## src/rtl/jtag_pkg.sv

```systemverilog
// Shared TAP state encoding and instruction opcodes.
package jtag_pkg;

  // TAP states, using the recommended 1149.1 encoding so the LEDs match the standard.
  typedef enum logic [3:0] {
    TLR     = 4'hF,
    RTI     = 4'hC,
    SELDR   = 4'h7,
    CAPDR   = 4'h6,
    SHDR    = 4'h2,
    EX1DR   = 4'h1,
    PAUSEDR = 4'h3,
    EX2DR   = 4'h0,
    UPDR    = 4'h5,
    SELIR   = 4'h4,
    CAPIR   = 4'hE,
    SHIR    = 4'hA,
    EX1IR   = 4'h9,
    PAUSEIR = 4'hB,
    EX2IR   = 4'h8,
    UPIR    = 4'hD
  } tap_state_t;

  localparam logic [3:0] IDCODE_OP = 4'b0001;
  localparam logic [3:0] USER_OP   = 4'b0010;
  localparam logic [3:0] BYPASS_OP = 4'b1111;

endpackage

```

## src/rtl/tap_fsm.sv

```systemverilog
// 16-state TAP controller stepped by single-cycle tck pulses.
//
// state   | meaning
// TLR     | test-logic-reset, IR forced to IDCODE
// RTI     | run-test/idle
// SELDR   | select DR scan
// CAPDR   | capture selected DR
// SHDR    | shift selected DR
// EX1DR   | exit1 DR
// PAUSEDR | pause DR
// EX2DR   | exit2 DR
// UPDR    | update DR
// SELIR   | select IR scan
// CAPIR   | capture IR pattern
// SHIR    | shift IR
// EX1IR   | exit1 IR
// PAUSEIR | pause IR
// EX2IR   | exit2 IR
// UPIR    | update IR
module tap_fsm
  import jtag_pkg::*;
(
  input  logic       clk,
  input  logic       reset_n,
  input  logic       tck_pulse,
  input  logic       tms,
  output tap_state_t tap_state
);

  tap_state_t state_q;
  tap_state_t state_d;

  // State register; only a tck pulse moves the controller.
  always_ff @(posedge clk) begin
    if (!reset_n) begin
      state_q <= TLR;
    end else if (tck_pulse) begin
      state_q <= state_d;
    end
  end

  // Standard TAP graph keyed by tms.
  always_comb begin
    state_d = state_q;
    unique case (state_q)
      TLR:     state_d = tms ? TLR   : RTI;
      RTI:     state_d = tms ? SELDR : RTI;
      SELDR:   state_d = tms ? SELIR : CAPDR;
      CAPDR:   state_d = tms ? EX1DR : SHDR;
      SHDR:    state_d = tms ? EX1DR : SHDR;
      EX1DR:   state_d = tms ? UPDR  : PAUSEDR;
      PAUSEDR: state_d = tms ? EX2DR : PAUSEDR;
      EX2DR:   state_d = tms ? UPDR  : SHDR;
      UPDR:    state_d = tms ? SELDR : RTI;
      SELIR:   state_d = tms ? TLR   : CAPIR;
      CAPIR:   state_d = tms ? EX1IR : SHIR;
      SHIR:    state_d = tms ? EX1IR : SHIR;
      EX1IR:   state_d = tms ? UPIR  : PAUSEIR;
      PAUSEIR: state_d = tms ? EX2IR : PAUSEIR;
      EX2IR:   state_d = tms ? UPIR  : SHIR;
      UPIR:    state_d = tms ? SELDR : RTI;
      default: state_d = TLR;
    endcase
  end

  assign tap_state = state_q;

endmodule

```

## src/rtl/jtag_tap_stepper.sv

```systemverilog
// Button-stepped TAP with IR, IDCODE, USER and BYPASS data registers.
module jtag_tap_stepper
  import jtag_pkg::*;
#(
  parameter int          IR_W       = 4,
  parameter int          USER_W     = 8,
  parameter logic [31:0] IDCODE_VAL = 32'h1234_5001
) (
  input  logic              clk,
  input  logic              reset_n,
  input  logic              tck_pulse,
  input  logic              tms,
  input  logic              tdi,
  output logic              tdo,
  output logic [3:0]        tap_state,
  output logic [IR_W-1:0]   ir_reg,
  output logic [USER_W-1:0] user_reg,
  output logic              update_strobe
);

  localparam logic [IR_W-1:0] IR_IDCODE = IR_W'(IDCODE_OP);
  localparam logic [IR_W-1:0] IR_USER   = IR_W'(USER_OP);

  tap_state_t        ps;
  logic [IR_W-1:0]   ir_shift;
  logic [31:0]       idcode_shift;
  logic [USER_W-1:0] user_shift;
  logic              bypass;

  tap_fsm u_fsm (
    .clk       (clk),
    .reset_n   (reset_n),
    .tck_pulse (tck_pulse),
    .tms       (tms),
    .tap_state (ps)
  );

  assign tap_state = ps;

  // Shift/capture/update actions, decided on the state before the pulse.
  always_ff @(posedge clk) begin
    if (!reset_n) begin
      ir_reg        <= IR_IDCODE;
      ir_shift      <= '0;
      idcode_shift  <= '0;
      user_shift    <= '0;
      bypass        <= 1'b0;
      user_reg      <= '0;
      update_strobe <= 1'b0;
    end else begin
      update_strobe <= 1'b0;
      if (tck_pulse) begin
        // IR also resets on the edge that enters TLR so the display shows
        // IDCODE as soon as the controller arrives there.
        if (ps == TLR || (ps == SELIR && tms)) begin
          ir_reg <= IR_IDCODE;
        end
        case (ps)
          CAPIR: ir_shift <= IR_W'(1);
          SHIR:  ir_shift <= {tdi, ir_shift[IR_W-1:1]};
          EX1IR, EX2IR: begin
            if (tms) ir_reg <= ir_shift;
          end
          CAPDR: begin
            if (ir_reg == IR_IDCODE)    idcode_shift <= IDCODE_VAL;
            else if (ir_reg == IR_USER) user_shift   <= user_reg;
            else                        bypass       <= 1'b0;
          end
          SHDR: begin
            if (ir_reg == IR_IDCODE)    idcode_shift <= {tdi, idcode_shift[31:1]};
            else if (ir_reg == IR_USER) user_shift   <= {tdi, user_shift[USER_W-1:1]};
            else                        bypass       <= tdi;
          end
          EX1DR, EX2DR: begin
            if (tms && ir_reg == IR_USER) begin
              user_reg      <= user_shift;
              update_strobe <= 1'b1;
            end
          end
          default: ;
        endcase
      end
    end
  end

  // TDO shows the LSB of whichever register is shifting, otherwise 0.
  always_comb begin
    tdo = 1'b0;
    if (ps == SHIR) begin
      tdo = ir_shift[0];
    end else if (ps == SHDR) begin
      if (ir_reg == IR_IDCODE)    tdo = idcode_shift[0];
      else if (ir_reg == IR_USER) tdo = user_shift[0];
      else                        tdo = bypass;
    end
  end

endmodule
```

## config.mk

```make
export PLATFORM = sky130hd
export DESIGN_NAME = jtag_tap_stepper
export DESIGN_NICKNAME = d
export VERILOG_FILES = /design/src/rtl/jtag_pkg.sv /design/src/rtl/tap_fsm.sv /design/src/rtl/jtag_tap_stepper.sv
export SDC_FILE = /design/constraint.sdc
export NUM_CORES = 1
export LEC_CHECK = 0
export ABC_AREA = 0
export BUFFER_PORTS_ARGS = -buffer_cell sky130_fd_sc_hd__buf_4
export CORE_ASPECT_RATIO = 1.2
export CORE_MARGIN = 2
export CORE_UTILIZATION = 58
export CTS_CLUSTER_SIZE = 16
export DETAILED_ROUTE_END_ITERATION = 12
export HOLD_SLACK_MARGIN = 0.06
export PLACE_DENSITY_LB_ADDON = 0.12
export SKIP_CTS_REPAIR_TIMING = 1
export SYNTH_ARGS = -nofsm -noshare
export SYNTH_HDL_FRONTEND = slang
export SYNTH_HIERARCHICAL = 1
export SYNTH_SLANG_ARGS = --single-unit
```

## constraint.sdc

```tcl
create_clock -name clk -period 2.2 [get_ports clk]
set_input_delay 0.11 -clock clk [delete_from_list [all_inputs] [get_ports clk]]
set_output_delay 0.11 -clock clk [all_outputs]
set_load 0.01 [all_outputs]
```

# Word level (Yosys, flattened, before mapping)
# Index checks and enable logic that the tools add are counted.
[word_totals] register_bits=62 latch_bits=0 mem_bits_rw=0 mem_bits_ro=0 output_inout_bits=18 elab_cells=85 memories=0
[op_classes] add_sub_neg=0 mul=0 div_mod_pow=0 magnitude_cmp=0 eq_ne=25 shift=0 n_mux=35 bitwise=0 reduce_logical=17
[ops] op="$mux W32" count=2
[ops] op="$pmux W32 S2" count=1
[ops] op="$pmux W4 S12" count=1
[ops] op="$eq A4 B4 Y1 const B" count=8
[ops] op="$mux W8" count=4
[ops] op="$eq A4 B3 Y1 const B" count=4
[ops] op="$mux W4" count=4
[ops] op="$ne A2 B2 Y1 const B" count=8
[ops] op="$pmux W8 S2" count=1
[ops] op="$eq A4 B2 Y1 const B" count=3
[ops] op="$mux W2" count=6
[ops] op="$mux W3" count=4
[ops] op="$reduce_and A6 Y1" count=2
[ops] op="$mux W1" count=10
[ops] op="$eq A4 B1 Y1 const B" count=2
[ops] op="$pmux W4 S2" count=1
[ops] op="$reduce_or A2 Y1" count=4
[ops] op="$reduce_and A3 Y1" count=2
[ops] op="$logic_not A4 Y1" count=1
[ops] op="$reduce_and A4 Y1" count=1
[ops] op="$reduce_bool A2 Y1" count=2
[ops] op="$reduce_or A3 Y1" count=1
[ops] op="$logic_and A1 B1 Y1" count=2
[ops] op="$pmux W1 S2" count=1
[ops] op="2 further kinds" count=2

# Longest topological paths before layout
# Gate-level depths: netlist of the first run.
[logic_depth] depth_word=6 mapped_depth=7 ltp_nobuf=4

# Hierarchy
# Netlist of the first run, hierarchy kept.
[by_module_without_submodules] module="jtag_tap_stepper" n_inst=1 cells_per_inst=281 area_per_inst_um2=2324.7 seq_area_each_um2=1161.1
[by_module_without_submodules] module="tap_fsm" n_inst=1 cells_per_inst=26 area_per_inst_um2=222.7 seq_area_each_um2=80.1

# Worst setup path after synthesis of the first run
# OpenSTA, ideal clock, no wires.
[synth_timing] kind="reg-to-reg" from="reg u_fsm.state_q[2] (netlist: u_fsm/tap_state[2])" to="reg user_reg[0]" arrival_time_ps=1856 required_ps=2072 setup_slack_ps=217 path_stages_with_launch=7 n_path_buf=2 path_cell_list="dfxtp_1 > clkbuf_1 > or3b_1 > or4b_1 > buf_4 > mux2i_1 > nor2_1"
[synth_between] elab_chain_len=3 word_cells_on_any_way=4 cone_classes="1 x eq/ne; 3 x reduce/logical"
[synth_rtl] element="start: declaration" line_no="tap_fsm.sv:30" text="tap_state_t state_q;"
[synth_rtl] element="start signal: assignment" line_no="tap_fsm.sv:38" text="state_q <= state_d;"
[synth_rtl] element="$eq A4 B1 Y1 / $logic_not A4 Y1 (equally long branches)" line_no="jtag_tap_stepper.sv:58" text="case (ps)"
[synth_rtl] element="$reduce_or A2 Y1 *" line_no="jtag_tap_stepper.sv:58"
[synth_rtl] element="$reduce_and A3 Y1 (no source line) *"
[synth_rtl] element="end signal: assignment" line_no="jtag_tap_stepper.sv:76" text="user_reg <= user_shift;"
[synth_rtl] element="end: declaration" line_no="jtag_tap_stepper.sv:17" text="output logic [USER_W-1:0] user_reg,"
# Every way passes the cells marked *; elsewhere a longest branch is shown, timed or not.
# A chain may end at the register's enable or synchronous reset.

# Worst setup path after layout of the first run
[layout_timing] from="reg ir_reg[1]" to="out tdo"
[layout_between] elab_chain_len=5 word_cells_on_any_way=6 cone_classes="2 x eq/ne; 4 x mux"
[layout_rtl] element="start: declaration" line_no="jtag_tap_stepper.sv:16" text="output logic [IR_W-1:0] ir_reg,"
[layout_rtl] element="start signal: assignment" line_no="jtag_tap_stepper.sv:62" text="if (tms) ir_reg <= ir_shift;"
[layout_rtl] element="$eq A4 B2 Y1" line_no="jtag_tap_stepper.sv:93" text="else if (ir_reg == IR_USER) tdo = user_shift[0];"
[layout_rtl] element="$mux W1" line_no="jtag_tap_stepper.sv:93"
[layout_rtl] element="$mux W1 *" line_no="jtag_tap_stepper.sv:92" text="if (ir_reg == IR_IDCODE) tdo = idcode_shift[0];"
[layout_rtl] element="$mux W1 *" line_no="jtag_tap_stepper.sv:91" text="end else if (ps == SHDR) begin"
[layout_rtl] element="$mux W1 *" line_no="jtag_tap_stepper.sv:89" text="if (ps == SHIR) begin"
[layout_rtl] element="end: declaration" line_no="jtag_tap_stepper.sv:14" text="output logic tdo,"
# Marks and branches as above.

==> key figures, run 1 <==
Synthesis
  – Syn Area/Cell: 8.30 um^2
  – Mux cell area share after synthesis: 0.0354
  – Register area share after synthesis: 0.487
  – Post-synthesis cell type count: 40
  – Cells after Synth: 307
  – Adder and majority gate portion of the synthesized area: 0
  – Mapped Area: 2550 um^2
  – Flip-flop and latch count after synthesis: 62
  – Synth Area in Compound Gates: 0.139
  – Ranking of synthesized cells by area: dfxtp_1, nand2_1, a21oi_1
  – Top cell type's share of synthesized area: 0.487
  – Yosys top cell by area: dfxtp_1
  – Simple-gate area share of the yosys netlist: 0.296
  – Yosys warns: 6
  – Post-Syn Nets: 312
  – Synth Area in XOR/XNOR: 0.00344
  – Largest family of logic cells by synthesized area: simple AND/OR/NAND/NOR gates

Critical path
  – Critical Path Fanout Max: 5
  – Critical Path AT: 1.87 ns
  – Worst setup SP type: register
  – Worst r2r src: ir_reg[2]
  – Crit-path most repeated cell: buf_4
  – Crit-path slowest cell: or4b_1
  – Kind of critical path: register to output port
  – Crit. Startpoint: ir_reg[1]
  – Critical path depth in cells: 5
  – WP data required: 2.09 ns
  – Worst-path cell chain: buf_4 -> or4b_1 -> o221ai_1 -> o22ai_1 -> buf_4
  – End of the critical path: tdo
  – Worst path max stage delay: 0.59 ns
  – Worst r2r dst: user_reg[7]
  – Worst R2R Setup Slack: 0.24 ns
  – Worst Setup End Kind: output port
  – Reg2Reg Depth: 4
  – WP buf/inv: 2
  – Cell family contributing the most delay on the critical path: simple AND/OR/NAND/NOR gates

GRT
  – GR peak layer: met2
  – Total grt overflow: 0
  – Met3 usage: 0.0724
  – Gr usage total: 0.228
  – Largest net degree at the start of global routing: 58
  – First-pass GRT wire length: 8940 um
  – Global Route met2 Usage: 0.355
  – Number of global-route vias before repair: 2048
  – Antenna violations before repair: 0
  – GR Layer Usage met1: 0.283

Drt
  – Antenna-violating nets left: 0
  – Iter 0 DRT Violations: 181
  – TritonRoute pass-1 iters: 4
  – Routed wire length: 5120 um
  – Drt wl/cell: 13.3 um
  – Vias: 2179
  – DRC: 0
  – Vias per inst: 5.65

Die
  – Die Y: 76.6 um
  – CORE AREA: 4230 um^2
  – Die width: 64.5 um
  – Die area: 4940 um^2
  – # IOs: 23
  – Site row count: 26
  – Starting Density: 0.602

CTS
  – CTS tree: built
  – Htree depth: 3
  – Total CTS buffers: 9
  – Clock tree buffer depth: 2
  – Root Driver: clkbuf_8
  – Reg clk slew, reported paths: 0.06 ns
  – # clock sinks: 62
  – Worst skew pair latency: 0.33 ns

Timing
  – Worst-Margin Slew: 0.606 ns
  – Skew final: 0.00815 ns
  – Setup_tns: 0 ns
  – Setup-failing EPs final: 0
  – Period utilisation layout: 0.900
  – Max_slew headroom: 0.596
  – Final min period: 1.98 ns
  – WHS: 0.123 ns
  – RSZ-0062 raised after global routing: no
  – Final Max Tran Viols: 0
  – Fmax: 0.505 GHz
  – Final hold violation count: 0

Job
  – Max-cap violations: 0

Layout
  – ANT cells: 0
  – Layout cells sized above 1: 0.145
  – Fin nets: 332
  – Area grow syn2layout: 16.2%
  – Final Util: 0.700
  – Commonest non-fill, non-tap cells in the layout: dfxtp_1, nand2_1, nor2_1
  – Largest register FFs: 32
  – Most common cell after layout, fill and taps aside: dfxtp_1

Power and ir drop
  – Total Power: 0.00216 W
  – VDD IR-drop max: 0.393 mV
  – P_leak: 1.07 nW
  – Pwr Density: 731 nW/um^2

Placement
  – Count of input and output buffers: 22
  – DP Wirelength: 3110 um
  – Placer Congestion: 0.785

Status
  – Outcome: complete, no violations

Hold path
  – Hold Crit Class: input pin to register
synthesized netlist by cell type:
cell type and number:
buf_4 1, nand4b_1 2, a21bo_1 1, or4b_1 2
a21boi_0 2, o2111ai_1 1, nor3_1 17, clkbuf_1 17
o21ai_1 1, nand2_2 1, nor4b_2 1, dfxtp_1 62
buf_2 4, o2111ai_2 1, a31oi_1 3, o32a_1 1
inv_1 2, nand3b_1 4, nand2b_1 6, or3_1 1
mux2i_1 9, a21o_1 1, nor2b_1 1, or3b_1 2
nand3_1 29, nand4bb_1 1, o21ai_0 4, o22ai_1 1
xnor2_1 1, a21oi_1 32, a311oi_1 7, nor2_1 34
and2_1 1, nor3b_1 3, o221ai_1 1, a31o_1 1
nand2_1 46, nor2_2 1, or2_1 1, or4b_4 1
area by class of cell:
class | count | area, um^2
fill | 363 | 1270
sequential | 62 | 1240
multi-input combinational | 221 | 1220
timing repair buffer | 31 | 248
clock buffer | 12 | 135
tap | 56 | 70.1
clock inverter | 2 | 35.0
inverter | 2 | 7.51
worst min path at each step:
stage	startpoint	end	slack, ns	depth (start not counted)
after floorplan	reset_n	u_fsm/tap_state[3]	0.17	1
after global placement	reset_n	u_fsm/tap_state[3]	0.33	2
after detailed placement	reset_n	u_fsm/tap_state[3]	0.33	2
after CTS	reset_n	u_fsm/tap_state[3]	-0.01	2
after global routing	tms	u_fsm/tap_state[1]	0.18	3
final	tms	u_fsm/tap_state[2]	0.12	3
report_power, final:
group	leakage [nW]	internal (W)	switching, W
Sequential	0.500	0.00113	0.0000133
Combinational	0.488	0.0000483	0.0000703
Clock	0.0863	0.000510	0.000390
tightest hold or removal path: stages:
cell and delay (ns):
buf_4 0.12, a21oi_1 0.06, o21ai_0 0.12
layer usage:
layer,up-vias,share of wire,wire length [um]
met2,44,0.47,2380
met5,-,0,0
met4,0,0.019,98
met3,8,0.053,273
li1,1112,-,-
met1,1015,0.46,2360
logic make-up after synthesis:
| group | count (synthesis) |
|---|---|
| buf+inv | 24 |
| simple gates | 154 |
| compound gates | 57 |
| flops | 62 |
| mux | 9 |
| xor+xnor | 1 |
through the flow:
step                      area, um^2  instances  worst slack (ns)
after floorplan                 2550        307             0.217
after global placement          2780        371             0.133
after detailed placement        2780        371            0.0603
after CTS                       2950        385            0.0379
after global routing            2960        386             0.112
final                           2960        386             0.220
Power figures use the tool's default switching activity.
==> run 2: changes to the inputs <==
CELL_PAD_IN_SITES_DETAIL_PLACEMENT = 0   (was unset)
CELL_PAD_IN_SITES_GLOBAL_PLACEMENT = 1   (was unset)
CORE_UTILIZATION = 44   (was 58)
==> run 2 against run 1 <==
Net effect:
- non-clock buffer count is 4 higher
- routed wire length rose by 5.4%
- utilization shrank 16 points
- largest power group unchanged
- count of clock-buffer cells in the layout is the same
==> key figures, run 2 (synthesized netlist as in run 1, its figures left out) <==
Status
  – Outcome: complete, no violations

Placement
  – Placed Area: 2820 um^2
  – Placer Congestion: 0.763
  – Count of input and output buffers: 22
  – DP Wirelength: 3280 um

Power and ir drop
  – P_leak: 1.10 nW
  – VDD IR-drop max: 0.345 mV
  – Clock share of power: 0.427
  – Combinational power share: 0.059
  – Sw frac: 0.238
  – Pwr Density: 733 nW/um^2
  – Power share of the sequential group: 0.514
  – Switch Pwr: 0.000527 W
  – Pint: 0.00168 W

Layout
  – Area grow syn2layout: 18.5%
  – Commonest non-fill, non-tap cells in the layout: dfxtp_1, nand2_1, nor2_1, buf_4, a21oi_1
  – Layout cells sized above 1: 0.167
  – Sequential cell area: 1240 um^2
  – Fin nets: 336
  – ANT cells: 0
  – Largest register FFs: 32
  – Multi-input gate area: 1220 um^2
  – Final Util: 0.536
  – # fillers: 589
  – Most common cell after layout, fill and taps aside: dfxtp_1
  – Final instance area: 3020 um^2

Timing
  – Period utilisation layout: 0.899
  – RSZ-0062 raised after global routing: no
  – Fmax: 0.506 GHz
  – Worst-Margin Slew: 0.611 ns
  – Setup_tns: 0 ns
  – Skew final: 0.00786 ns
  – Final hold violation count: 0
  – Final Max Tran Viols: 0
  – Max_slew headroom: 0.593
  – Setup-failing EPs final: 0
  – Final min period: 1.98 ns

CTS
  – # clock sinks: 62
  – Worst skew pair latency: 0.34 ns
  – Root Driver: clkbuf_8
  – Clock tree buffer depth: 2
  – Htree depth: 3
  – Total CTS buffers: 9
  – Reg clk slew, reported paths: 0.07 ns
  – CTS tree: built

Job
  – Max-cap violations: 0

Hold path
  – Hold Crit Class: input pin to register

Drt
  – Met1 WL: 2600 um
  – Vias: 2143
  – TritonRoute pass-1 iters: 4
  – DRC: 0
  – Met2 wire length: 2560 um
  – Antenna-violating nets left: 0
  – Drt wl/cell: 13.5 um
  – Iter 0 DRT Violations: 109
  – Wire length on met3: 156 um
  – Uppermost layer routed: met4
  – Routed wire length: 5390 um
  – Vias per inst: 5.36

GRT
  – Gr usage total: 0.183
  – Largest net degree at the start of global routing: 58
  – Total grt overflow: 0
  – Number of global-route vias before repair: 1958
  – First-pass GRT wire length: 9200 um
  – Antenna violations before repair: 0

Die
  – Die width: 73.5 um
  – Starting Density: 0.452
  – Die Y: 87.4 um
  – Die area: 6420 um^2
  – Site row count: 30
  – CORE AREA: 5630 um^2
  – # IOs: 23

Critical path
  – Worst Setup End Kind: register
  – Critical Path Fanout Max: 9
  – WP data required: 2.40 ns
  – Worst setup SP type: register
  – Critical Path AT: 2.18 ns
  – Kind of critical path: register to register
-- run 2: cell count changes in the layout (fill, tap and decap cells not counted), moves of 2 or more --
cell	previous run	this run
clkbuf_8	9	12
clkinvlp_4	0	2
clkbuf_1	3	0
buf_4	29	33
-- run 2: final timing paths --
path | start | to | slack (ns) | cells after the start
hold / removal | tms | u_fsm/tap_state[2] | 0.13 | 3
hold reg to reg | idcode_shift[8] | idcode_shift[8] | 0.45 | 2
setup reg to reg | ir_reg[1] | user_reg[5] | 0.22 | 5
setup / recovery | ir_reg[1] | user_reg[5] | 0.22 | 5
-- run 2: layout make-up --
type / count / area share
clock buffers: 12 / 0.0547
flip-flops and latches: 62 / 0.411
repair buffers: 35 / 0.0920
well taps: 64 / 0.0265
clock inverters: 4 / 0.00953
multi-input cells: 221 / 0.404
inverters: 2 / 0.00249
-- run 2: stage by stage --
step           total power, W  cells  hold WS, ns  setup WS, ns
3_5_place_dp          0.00129    383        0.336         0.220
3_3_place_gp          0.00129    383        0.340         0.252
4_1_cts               0.00224    399      -0.0131         0.210
5_1_grt               0.00231    400        0.163         0.143
6_report              0.00221    400        0.129         0.223
2_1_floorplan         0.00124    307        0.172         0.217
-- run 2: power groups by stage --
stage          registers, W  logic (W)  clock network, W
6_report            0.00114   0.000130          0.000945
5_1_grt             0.00114   0.000143           0.00103
4_1_cts             0.00114   0.000130          0.000977
3_3_place_gp        0.00116   0.000129                 0
3_5_place_dp        0.00116   0.000129                 0
2_1_floorplan       0.00117  0.0000664                 0
-- run 2: metal layers --
layer / track usage / vias to the layer above
met4: 0.0595 / 0
met2: 0.289 / 22
li1: - / 1118
met5: 0 / -
met3: 0.0556 / 7
met1: 0.239 / 996
-- run 2: critical path, cell delays in order (launching register included) --
cell     delay, ns
dfxtp_1       0.42
or4b_4        0.51
or4b_1        0.51
buf_4         0.20
mux2i_1       0.15
nor2_1        0.05
